[config.mk]
export PLATFORM = sky130hd
export DESIGN_NAME = remora_link_supervisor
export DESIGN_NICKNAME = d
export VERILOG_FILES = /design/src/rtl/remora_link_supervisor.sv
export SDC_FILE = /design/constraint.sdc
export NUM_CORES = 1
export LEC_CHECK = 0
export BUFFER_PORTS_ARGS = -buffer_cell sky130_fd_sc_hd__buf_2
export CORE_AREA = 3 3 164 166
export DETAILED_ROUTE_END_ITERATION = 12
export DIE_AREA = 0 0 167 169
export GPL_ROUTABILITY_DRIVEN = 0
export GPL_TIMING_DRIVEN = 0
export PLACE_DENSITY = 0.65
export SYNTH_ARGS = -nofsm -noshare
export SYNTH_HDL_FRONTEND = slang
export SYNTH_SLANG_ARGS = --single-unit
[constraint.sdc]
create_clock -name sysclk -period 3.98 [get_ports sysclk]
set_input_delay 0.796 -clock sysclk [delete_from_list [all_inputs] [get_ports sysclk]]
set_output_delay 0.796 -clock sysclk [all_outputs]
set_load 0.005 [all_outputs]
[src/rtl/remora_link_supervisor.sv]
// remora_link_supervisor: validates SPI frames, applies them atomically and forces safe outputs on link loss
module remora_link_supervisor #(
  parameter int NJOINTS = 3,
  parameter int NVOUT = 5,
  parameter int NDOUT = 4,
  parameter int TIMEOUT = 4800000,
  parameter int SETTLE = 2
) (
  input  logic                   sysclk,
  input  logic                   rst,
  input  logic                   SPI_SSEL,
  input  logic [31:0]            header_rx,
  input  logic [32*NJOINTS-1:0]  jointFreqCmd_raw,
  input  logic [16*NVOUT-1:0]    setPoint_raw,
  input  logic [NJOINTS-1:0]     jointEnable_raw,
  input  logic [NDOUT-1:0]       dout_raw,
  output logic [32*NJOINTS-1:0]  jointFreqCmd,
  output logic [16*NVOUT-1:0]    setPoint,
  output logic [NJOINTS-1:0]     jointEnable,
  output logic [NDOUT-1:0]       DOUT,
  output logic                   frame_strobe,
  output logic                   link_ok,
  output logic                   fault,
  output logic [15:0]            frame_count,
  output logic [7:0]             bad_count
);
  localparam logic [31:0] MAGIC = 32'h74697277;
  localparam int SW = $clog2(SETTLE + 1);
  typedef enum logic [1:0] {F_IDLE, F_SETTLE, F_CHECK} fstate_t;
  typedef enum logic [1:0] {SAFE, RUN, FAULT} lstate_t;
  fstate_t fstate, fnext;
  lstate_t lstate, lnext;
  logic ssel_s1, ssel_s2, ssel_d;
  logic [SW-1:0] settle_cnt, settle_next;
  logic [31:0] wd;
  logic eof, valid, arming, latch, reject, expire;
  assign eof = ssel_s2 & ~ssel_d;
  assign valid = header_rx == MAGIC;
  assign arming = valid && jointEnable_raw == '0;
  assign latch = fstate == F_CHECK && (lstate == RUN ? valid : arming);
  assign reject = fstate == F_CHECK && !latch;
  // a latch in the expiry cycle takes priority and keeps the link running
  assign expire = lstate == RUN && !latch && wd == 32'(TIMEOUT - 1);
  assign link_ok = lstate == RUN;
  always_comb begin
    fnext = fstate;
    settle_next = settle_cnt;
    case (fstate)
      F_IDLE: if (eof) begin
        fnext = SETTLE == 1 ? F_CHECK : F_SETTLE;
        settle_next = SW'(SETTLE);
      end
      F_SETTLE: begin
        settle_next = eof ? SW'(SETTLE) : settle_cnt - SW'(1);
        fnext = settle_next == SW'(1) ? F_CHECK : F_SETTLE;
      end
      default: fnext = F_IDLE;
    endcase
  end
  always_comb lnext = latch ? RUN : expire ? FAULT : lstate;
  always_ff @(posedge sysclk) begin
    if (rst) begin
      {ssel_s1, ssel_s2, ssel_d} <= '0;
      fstate <= F_IDLE;
      lstate <= SAFE;
      settle_cnt <= '0;
      wd <= '0;
      jointFreqCmd <= '0;
      setPoint <= '0;
      jointEnable <= '0;
      DOUT <= '0;
      frame_strobe <= 1'b0;
      fault <= 1'b0;
      frame_count <= '0;
      bad_count <= '0;
    end else begin
      ssel_s1 <= SPI_SSEL;
      ssel_s2 <= ssel_s1;
      ssel_d <= ssel_s2;
      fstate <= fnext;
      settle_cnt <= settle_next;
      lstate <= lnext;
      frame_strobe <= latch;
      wd <= (lstate == RUN && !latch && !expire) ? wd + 32'd1 : '0;
      fault <= latch ? 1'b0 : expire ? 1'b1 : fault;
      if (latch) begin
        jointFreqCmd <= jointFreqCmd_raw;
        setPoint <= setPoint_raw;
        jointEnable <= jointEnable_raw;
        DOUT <= dout_raw;
        frame_count <= frame_count + 16'd1;
      end else if (expire) begin
        jointFreqCmd <= '0;
        setPoint <= '0;
        jointEnable <= '0;
        DOUT <= '0;
      end
      if (reject && bad_count != 8'hFF) bad_count <= bad_count + 8'd1;
    end
  end
endmodule
==> metrics.md, run 1 <==
| Metric | Value |
|---|---|
| Outcome | `finished, final reports clean` |
| Fin Setup TNS | `0 ns` |
| Mapped Nets | `between 1000 and 1500` |
| Clk pwr share | `between 50 and 60%` |
| Synth Register Bits | `between 200 and 250` |
| CP peak stage delay | `0.40 ns` |
| Post-Syn Instances | `1179` |
| Int Power | `4.257 mW` |
| Worst Setup Start Kind | `input port` |
| Ys Warns | `0` |
| Placed Area | `12260 µm²` |
| Slew at the pin closest to its max-slew limit | `0.8930 ns` |
| Critical path fanouts, max | `10` |
| Post-synthesis instance area | `roughly 9700 µm²` |
| FP Rows | `59` |
| Sw Share | `a little over a fifth` |
| IO Port Bufs | `426` |
| Critical path class | `in -> reg` |
| Cell Pwr Density | `a little over 400 nW/µm²` |
| Worst path most repeated cell | `buf_2` |
| Initial Util | `37.67%` |
| Clock Latency Late Sink | `around 0.54 ns` |
| Leakage | `5.522 nW` |
| First-pass GRT wire length | `around 53 mm` |
| Total die area | `about 28000 µm²` |
| Total CTS buffers | `28` |
| First-pass DRT Iterations | `5` |
| CTS Hold Bufs | `0` |
| Area delta synth->final | `36.62%` |
| Fin crit period | `~2.7 ns` |
| Antenna violations before repair | `5` |
| Maximum vdd drop | `approximately 320 µV` |
| Routed vias/inst | `about 5.2` |
| Hold WC Path Type | `reg -> reg` |
| Slew Viols, Final | `0` |
| Share of cells above drive strength 1 | `about a third` |
| Setup Skew | `approximately 0.024 ns` |
| Seq pwr share | `46.4%` |
| Max transition margin | `between 40% and 50%` |
| Filler instances | `~2500` |
| Cell with the largest stage delay on the worst path | `nor4b_1` |
| Final wirelength | `approximately 36 mm` |
| CP Capture Type | `flop` |
| Overflow after GRT | `0` |
| Post-CTS Setup Bufs | `0` |
| Largest net degree at the start of global routing | `15` |
| Fin nets | `between 1500 and 2000` |
| Gr usage total | `between 20% and 30%` |
| Drt first-iter violations | `~640` |
| Peak Freq | `~0.38 GHz` |
| Final Hold Viols | `0` |
| Finished layout cell area | `~13000 µm²` |
| WL/cell | `between 15 and 20 µm` |
| Clock transition at path regs | `0.06 ns` |
| Die Height | `169 µm` |
| Htree depth | `1` |
| Final setup viols | `0` |
| Crit path arrival time | `approximately 3.0 ns` |
| Syn avg cell area | `around 8 µm²` |
| I/O pins | `approximately 430` |
| Die Wd | `167 µm` |
| Post-CTS resize count | `0` |
| Via Count | `approximately 10000` |
| Critical Path, Cell by Cell | `buf_2, nor4b_1, and4_1, nand4_1, buf_2, buf_2, clkbuf_1, nand3_1, a21oi_1` |
| Clk root buf | `clkbuf_16` |
| Most frequent cells in the layout | `buf_2, dfxtp_1, nand3_1` |
| Vias in the first global route | `between 9000 and 10000` |
| Tot Pwr | `5.387 mW` |
| # Max-Cap Violations | `0` |
| CP bufs+invs | `4` |
| Combinational power share | `3.4%` |
| Cell family with most CP delay | `simple AND/OR/NAND/NOR gates` |
| CTS tree | `done` |
| Seq/Total Area, Yosys | `51.36%` |
| Final ANT Viol Nets | `0` |
| Clk buf depth | `3` |
| WHS | `approximately 0.44 ns` |
| RSZ-0062 raised after global routing | `no` |
| Clock sink count | `249` |
| Core ar. | `roughly 26000 µm²` |
| Area of the multi-input gates | `4273 µm²` |
| Commonest non-fill, non-tap cell in the layout | `buf_2` |
| P_sw | `1.130 mW` |
| Post-DP HPWL | `about 27 mm` |
| Register area | `around 5000 µm²` |
| CP required | `about 4.4 ns` |
| DRC Markers | `0` |
| Final Cycle Share | `66.69%` |
| Number of library cell types mapped by synthesis | `a little over 40` |
==> cells in the mapped netlist, drive strengths merged <==
cell type / instances / area [µm²]
mux2: 6 / 67.56
mux2i: 1 / 10.01
clkbuf: 44 / 165.2
or2: 3 / 18.77
nor3: 7 / 35.03
nand4b: 3 / 26.28
nor4: 7 / 50.05
nand3: 211 / 1056
and2: 1 / 6.260
nor4b: 3 / 26.28
o31ai: 10 / 75.07
and4b: 3 / 30.03
buf: 51 / 256.5
nor4bb: 5 / 50.05
and3: 8 / 50.05
and4: 8 / 70.07
nand2b: 4 / 25.02
nor2b: 13 / 81.33
dfxtp: 249 / 4985
nand4bb: 2 / 22.52
nand4: 15 / 93.84
nand2: 201 / 754.5
or4: 12 / 90.09
nor3b: 2 / 20.02
xor2: 23 / 201.4
a41o: 1 / 10.01
xnor2: 8 / 70.07
a21oi: 202 / 1011
o21ai: 6 / 30.03
a211oi: 1 / 12.51
ha: 3 / 37.54
or3: 6 / 37.54
a311oi: 1 / 8.760
nor2: 52 / 195.2
inv: 7 / 26.28
==> layout make-up <==
| type | count | share of cell area [%] |
|---|---|---|
| antenna | 6 | 0.1132 |
| buffer | 95 | 3.180 |
| clock buffer | 42 | 6.435 |
| clock inverter | 9 | 1.019 |
| inverter | 7 | 0.1982 |
| multi-input combinational | 828 | 32.22 |
| sequential | 249 | 37.59 |
| tap | 335 | 3.161 |
| timing repair buffer | 426 | 16.08 |
==> sequential cells by signal, indices dropped and copies added, names as in the netlist, 2 cells and up <==
signal	cells
fstate	2
wd	32
jointFreqCmd	96
DOUT	4
settle_cnt	2
jointEnable	3
lstate	2
setPoint	80
bad_count	8
frame_count	16
==> stage by stage <==
step	setup WS, ns	std cells	util, %
5_1_grt	1.132	1996	51.46
3_3_place_gp	0.7872	1940	47.57
4_1_cts	1.307	1991	51.41
2_1_floorplan	1.574	1179	-
6_report	1.326	1997	51.47
3_5_place_dp	0.7746	1940	47.57
==> power by group through the flow <==
| stage | Sequential (mW) | Combinational (mW) | Clock [mW] |
|---|---|---|---|
| floorplan | 2.55 | 0.0467 | 0 |
| global placement | 2.55 | 0.182 | 0 |
| detailed placement | 2.55 | 0.181 | 0 |
| CTS | 2.50 | 0.182 | 2.76 |
| global route | 2.50 | 0.199 | 2.86 |
| finish | 2.50 | 0.182 | 2.71 |
==> metal layers <==
metal | global-route usage [%] | vias to the layer above | routed length (µm)
li1 | - | 5020 | -
met1 | 28.58 | 4817 | 14700
met2 | 39.93 | 381 | 17260
met3 | 5.301 | 74 | 2441
met4 | 8.429 | 0 | 1147
met5 | 0 | - | 0
==> worst register-to-register path, delay by kind of cell, from the launching register on <==
kind            cells  cell delay, ns
compound gates      1            0.14
buf+inv             2            1.16
flops               1            0.30
simple gates        4            0.94
==> cells by family (layout without fill, tap and decap cells) <==
| logic type | after synthesis | in the layout | share of synthesized area (%) |
|---|---|---|---|
| other | 0 | 6 | 0 |
| adders and majority gates | 3 | 3 | 0.3868 |
| AOI/OAI and AO/OA | 221 | 221 | 11.82 |
| muxes | 7 | 7 | 0.7992 |
| buffers and inverters | 102 | 579 | 4.615 |
| and+or+nand+nor | 566 | 566 | 28.22 |
| xor gates and xnor gates | 31 | 31 | 2.797 |
| DFF | 249 | 249 | 51.36 |
==> path summary, 6_finish.rpt <==
| kind | from | end | slack (ns) | cells past startpoint |
|---|---|---|---|---|
| max reg2reg | lstate[0] | jointFreqCmd[23] | 1.37 | 7 |
| min | ssel_s1 | ssel_s2 | 0.44 | 1 |
| min reg2reg | ssel_s1 | ssel_s2 | 0.44 | 1 |
| max | header_rx[25] | jointFreqCmd[93] | 1.33 | 9 |
Power figures use the tool's default switching activity.
==> run 2: changes to the inputs <==
CORE_AREA = 3 3 166 168   (was 3 3 164 166)
DIE_AREA = 0 0 169 171   (was 0 0 167 169)
PLACE_DENSITY = 0.64   (was 0.65)
clock period = 2.7 ns   (was 3.98 ns; I/O delays follow)
==> run 2 against run 1 <==
  * Register-to-register slack lost 1.2 ns
  * Non-clock buffer count is the same
  * Cell area shrank 0.10%
  * First-iteration DRC count shrank 1.9%
  * Sequential cell count is the same
  * Sequential power grew 47%
  * Worst setup slack lost 1.1 ns
  * Clock power grew 48%
  * Core utilization shrank 0.64 points
  * Hold slack lost 0.22 ns
  * Sequential share of layout area is essentially flat
  * Cell count shrank 0.20%
  * Largest cell class unchanged
==> metrics.md, run 2 (synthesized netlist as in run 1, its figures left out) <==
| Metric | Value |
|---|---|
| Post-DP HPWL | `27.27 mm (+0.64%)` |
| R2R setup slack | `0.20 ns (-1.17 ns)` |
| Final worst slack | `0.2043 ns (-1.121 ns)` |
| First-pass GRT wire length | `52.74 mm (-0.97%)` |
| Final Cycle Share | `92.43%` |
| Placed cell count | `1940 (unchanged)` |
| Register area | `4985 µm² (unchanged)` |
| Hold path depth | `2 (+1)` |
| CTS tree | `done` |
| Critical path class | `reg -> reg` |
| Area delta synth->final | `36.48%` |
| Max transition margin | `36.87% (-3.1 points)` |
| Critical path fanouts, max | `10 (unchanged)` |
| Drt first-iter violations | `624 (-1.9%)` |
| Htree depth | `1 (unchanged)` |
| Final Hold Viols | `0 (unchanged)` |
| Most frequent cells in the layout | `buf_2, dfxtp_1, nand3_1` |
| Setup Skew | `0.01336 ns (-0.01076 ns)` |
| Clock transition at path regs | `0.06 ns (about the same)` |
| # Max-Cap Violations | `0 (unchanged)` |
| RR Endpoint | `jointFreqCmd[22]` |
| P_sw | `1.651 mW (+46%)` |
| Die Wd | `169 µm (+1.2%)` |
| Clock sink count | `249 (unchanged)` |
| Total die area | `28900 µm² (+2.4%)` |
| Final wirelength | `35.71 mm (+0.44%)` |
| FP Rows | `59 (unchanged)` |
| Reg2Reg Launch Point | `lstate[0]` |
| Fin nets | `1856 (unchanged)` |
| RSZ-0062 raised after global routing | `no` |
| Int Power | `6.303 mW (+48%)` |
| First-pass DRT Iterations | `5 (unchanged)` |
| Slew Viols, Final | `0 (unchanged)` |
| Final setup viols | `0 (unchanged)` |
| Antenna violations before repair | `6 (+1)` |
| Worst hold start | `SPI_SSEL` |
| Via Count | `10238 (-0.52%)` |
| Worst Setup Start Kind | `flop` |
| Filler instances | `2627 (+4.3%)` |
| Finished Core Util | `50.83% (-0.64 points)` |
| Final ANT Viol Nets | `0 (unchanged)` |
| I/O pins | `428 (unchanged)` |
| Combinational power share | `3.4% (about the same)` |
| Crit path arrival time | `2.95 ns (-0.08 ns)` |
| Outcome | `finished, final reports clean` |
| Worst Hold End | `ssel_s1` |
| DRC Markers | `0 (unchanged)` |
| Total CTS buffers | `28 (unchanged)` |
| FF-to-FF path depth | `7 (unchanged)` |
| Clk pwr share | `50.3% (about the same)` |
| Die Height | `171 µm (+1.2%)` |
| Vias in the first global route | `9451 (-1.2%)` |
| Initial Util | `37.24% (-0.43 points)` |
| Routed vias/inst | `5.137 (-0.33%)` |
| Gr usage total | `22.55% (-0.67 points)` |
| Peak Freq | `0.4007 GHz` |
| Max FFs per register | `96 (unchanged)` |
| Maximum vdd drop | `477.9 µV (+52%)` |
| Cell Pwr Density | `600.4 nW/µm² (+48%)` |
| Core ar. | `26060 µm² (+1.1%)` |
| Clock Latency Late Sink | `0.53 ns (about the same)` |
| DP Worst Slack | `-0.2378 ns (-1.012 ns)` |
| Largest regs | `jointFreqCmd (96), setPoint (80), wd (32)` |
| Commonest non-fill, non-tap cell in the layout | `buf_2` |
| Hold WC Path Type | `in -> reg` |
| Clk buf depth | `3 (unchanged)` |
| CP Capture Type | `flop` |
| Leakage | `5.515 nW (-0.12%)` |
| Largest net degree at the start of global routing | `14 (-1)` |
| Overflow after GRT | `0 (unchanged)` |
| Post-Layout Cell Count | `1993 (-0.20%)` |
| WL/cell | `17.92 µm (+0.65%)` |
| Largest Register | `jointFreqCmd` |
| Area of the multi-input gates | `4275 µm² (about the same)` |
| Clk root buf | `clkbuf_16` |
| Sw Share | `20.75% (-0.22 points)` |
| IO Port Bufs | `426 (unchanged)` |
| CP required | `3.15 ns (-1.21 ns)` |
| Seq pwr share | `46.3% (about the same)` |
| Slew at the pin closest to its max-slew limit | `0.9469 ns (+0.05396 ns)` |
| Fin crit period | `2.496 ns` |
| Share of cells above drive strength 1 | `31.68% (+0.038 points)` |
## run 2: layout make-up
cell class,instances,area share (%)
Sequential cell,249,37.63
Multi-Input combinational cell,828,32.28
Timing Repair Buffer,426,16.10
Clock buffer,39,6.215
Buffer,95,3.193
Tap cell,335,3.164
Clock inverter,10,1.152
Inverter,7,0.1984
Antenna cell,4,0.07556
## run 2: critical path: stages, from the launching register on
cell	delay [ns]
dfxtp_1	0.31
nor2b_2	0.21
or2_1	0.29
nand4_1	0.25
clkbuf_1	0.57
clkbuf_1	0.51
nand3_1	0.14
a21oi_1	0.15
## run 2: how the worst max path moves through the flow
stage	startpoint	to	slack [ns]	depth (start not counted)
6_report	lstate[0]	jointFreqCmd[22]	0.20	7
5_1_grt	lstate[0]	jointFreqCmd[62]	0.01	8
4_1_cts	lstate[0]	jointFreqCmd[91]	0.06	8
3_5_place_dp	header_rx[25]	jointFreqCmd[91]	-0.24	9
3_3_place_gp	header_rx[25]	DOUT[0]	-0.22	9
2_1_floorplan	header_rx[25]	DOUT[0]	0.55	8
## run 2: per-stage QoR
step	cell area (µm²)	TNS [ns]	total power, mW	hold WS (ns)
2_1_floorplan	9706	0	3.831	0.4138
3_3_place_gp	12260	-25.05	4.031	0.4312
3_5_place_dp	12260	-24.94	4.031	0.4322
4_1_cts	13230	0	8.026	0.1946
5_1_grt	13250	0	8.195	0.2144
6_report	13250	0	7.954	0.2203
## run 2: what timing repair did
action,in CTS,in global routing
hold buffers,0,0
endpoints found under the setup margin,0,53
buffers inserted,0,0
gates resized for setup,0,3
## run 2: per-layer routing
layer | GRT usage (%) | wire (µm) | vias to the layer above
li1 | - | - | 5009
met1 | 27.32 | 14440 | 4802
met2 | 39.31 | 17680 | 363
met3 | 5.661 | 2673 | 62
met4 | 7.551 | 899 | 2
met5 | 0 | 13 | -
## run 2: power groups by stage
stage                     Clock (mW)  Sequential (mW)  Combinational, mW
after floorplan                    0             3.76             0.0688
after global placement             0             3.76              0.268
after detailed placement           0             3.76              0.268
after CTS                       4.08             3.68              0.269
after global routing            4.22             3.68              0.293
final                           4.00             3.68              0.269
==> run 3: changes to the inputs <==
ABC_CLOCK_PERIOD_IN_PS = 2700   (was unset)
CELL_PAD_IN_SITES_DETAIL_PLACEMENT = 0   (was unset)
CELL_PAD_IN_SITES_GLOBAL_PLACEMENT = 1   (was unset)
CORE_AREA = unset   (was 3 3 166 168)
CORE_MARGIN = 3   (was unset)
CORE_UTILIZATION = 33   (was unset)
DIE_AREA = unset   (was 0 0 169 171)
PLACE_DENSITY = 0.78   (was 0.64)
==> run 3 against run 2 <==
  * Sequential power hardly changed
  * Non-clock buffer count stayed put
  * Largest power group unchanged
  * Sequential share of layout area is 0.15 points lower
  * Clock-buffer cell count is 2 higher
  * Die area is 9.0% higher
  * Critical path depth is 1 higher
  * Cell count is 2.8% higher
  * Register-to-register slack better by 0.02 ns
==> metrics.md, run 3 (synthesized netlist as in run 1, its figures left out) <==
| Metric | Value |
|---|---|
| Crit path arrival time | `2.94 ns (about the same)` |
| Slew Viols, Final | `0 (unchanged)` |
| Overflow after GRT | `0 (unchanged)` |
| Clock transition at path regs | `0.06 ns (about the same)` |
| Total die area | `31500 µm² (+9.0%)` |
| Slew at the pin closest to its max-slew limit | `0.9395 ns (-0.007374 ns)` |
| DRC Markers | `0 (unchanged)` |
| Htree depth | `1 (unchanged)` |
| Clock sink count | `249 (unchanged)` |
| Final Cycle Share | `91.86% (-0.57 points)` |
| FP Rows | `62 (+5.1%)` |
| Via Count | `10239 (+0.0098%)` |
| IO Port Bufs | `426 (unchanged)` |
| Outcome | `finished, final reports clean` |
| Gr usage total | `21.52% (-1.0 points)` |
| Max transition margin | `37.36% (+0.49 points)` |
| Int Power | `6.148 mW (-2.5%)` |
| Post-CTS resize count | `0 (unchanged)` |
| First-pass GRT wire length | `54.15 mm (+2.7%)` |
| WHS | `0.2248 ns (+0.004517 ns)` |
| Fin crit period | `2.480 ns (-0.01550 ns)` |
| Largest net degree at the start of global routing | `15 (+1)` |
| CTS tree | `done` |
| Fin Setup TNS | `0 ns (unchanged)` |
| I/O pins | `428 (unchanged)` |
| WL/cell | `17.95 µm (+0.19%)` |
| Die Height | `177.5 µm (+3.8%)` |
| Commonest non-fill, non-tap cell in the layout | `buf_2` |
| Clk pwr share | `49.7% (-0.6 points)` |
| Initial Util | `33.63% (-3.6 points)` |
| Clk buf depth | `3 (unchanged)` |
| Sw Share | `21.68% (+0.92 points)` |
| Routed vias/inst | `4.997 (-2.7%)` |
| Worst setup path start | `lstate[0]` |
| Final ANT Viol Nets | `0 (unchanged)` |
| Final setup viols | `0 (unchanged)` |
| Peak Freq | `0.4032 GHz (+0.62%)` |
| Setup Skew | `0.03039 ns (+0.01703 ns)` |
| RSZ-0062 raised after global routing | `no` |
| Maximum vdd drop | `506.5 µV (+6.0%)` |
| Drt first-iter violations | `625 (+0.16%)` |
| P_sw | `1.701 mW (+3.1%)` |
| Fin nets | `1856 (unchanged)` |
| Vias in the first global route | `9594 (+1.5%)` |
| Die Wd | `177.5 µm (+5.0%)` |
| Share of cells above drive strength 1 | `31.88% (+0.20 points)` |
| Most frequent cells in the layout | `buf_2, dfxtp_1, nand3_1` |
| Total CTS buffers | `28 (unchanged)` |
| Largest regs | `jointFreqCmd (96), setPoint (80), wd (32)` |
| Critical path fanouts, max | `10 (unchanged)` |
| Cell Pwr Density | `590.3 nW/µm² (-1.7%)` |
| Largest Register | `jointFreqCmd` |
| CP Capture Type | `flop` |
| Antenna violations before repair | `9 (+3)` |
| Reg2Reg Launch Point | `lstate[0]` |
| Worst Setup Start Kind | `flop` |
| Final Hold Viols | `0 (unchanged)` |
| Clk root buf | `clkbuf_16` |
| Worst hold start | `jointFreqCmd_raw[16]` |
| Core ar. | `28860 µm² (+11%)` |
| Critical path class | `reg -> reg` |
| Max FFs per register | `96 (unchanged)` |
| Clock Latency Late Sink | `0.55 ns (+0.02 ns)` |
| Leakage | `5.516 nW (about the same)` |
| Hold WC Path Type | `in -> reg` |
| Area delta synth->final | `37.01%` |
| Combinational power share | `3.4% (about the same)` |
| Seq pwr share | `46.9% (+0.6 points)` |
| # Max-Cap Violations | `0 (unchanged)` |
| Post-CTS Setup Bufs | `0 (unchanged)` |
| Final wirelength | `36.78 mm (+3.0%)` |
| First-pass DRT Iterations | `5 (unchanged)` |
| CTS Hold Bufs | `0 (unchanged)` |
| Post-DP HPWL | `28.09 mm (+3.0%)` |
| CP required | `3.16 ns (about the same)` |
==> run 3: stage by stage <==
stage               setup WS, ns  cell area (µm²)  instances  util (%)  power, mW
floorplan                 0.5498             9706       1179         -      3.831
global placement         -0.2094            12320       1989     42.69      4.031
detailed placement       -0.1567            12320       1989     42.69      4.033
CTS                      0.09314            13270       2040     45.98      7.948
global route             0.02042            13290       2046     46.05      8.117
finish                    0.2198            13300       2049     46.08      7.849
==> run 3: area by class of cell <==
| type | instances | area [µm²] |
|---|---|---|
| timing repair buffer | 426 | 2132 |
| buffer | 95 | 425.4 |
| tap | 384 | 480.5 |
| multi-input combinational | 828 | 4275 |
| sequential | 249 | 4985 |
| inverter | 7 | 26.28 |
| clock buffer | 41 | 839.6 |
| clock inverter | 10 | 111.4 |
| antenna | 9 | 22.52 |
| fill | 2969 | 15560 |
==> run 3: metal layers <==
layer	up-vias	part of all wire, %	track usage (%)	wire length [µm]
met5	-	0.044	0	16
met4	2	3.1	7.984	1125
met3	66	8.1	5.605	2968
met2	376	48	36.56	17650
met1	4769	41	26.16	15020
li1	5026	-	-	-
==> run 3: worst paths after layout <==
path,endpoint,cells after the start,slack (ns)
worst max register to register,setPoint[0],8,0.22
worst max-delay path,setPoint[0],8,0.22
worst min-delay path,jointFreqCmd[16],3,0.22
worst min register to register,ssel_s2,1,0.43
==> run 3: power groups by stage <==
| stage | Sequential (mW) | Combinational, mW | Clock, mW |
|---|---|---|---|
| final | 3.68 | 0.269 | 3.90 |
| after global routing | 3.68 | 0.294 | 4.14 |
| after CTS | 3.68 | 0.271 | 4.00 |
| after detailed placement | 3.76 | 0.269 | 0 |
| after global placement | 3.76 | 0.267 | 0 |
| after floorplan | 3.76 | 0.0688 | 0 |
==> run 3: worst max-delay path, stage by stage, from the launching register on <==
cell,delay (ns)
dfxtp_1,0.31
nor2b_2,0.21
or2_1,0.29
nand4_1,0.27
buf_2,0.32
buf_2,0.30
clkbuf_1,0.42
nand3_1,0.14
a21oi_1,0.14
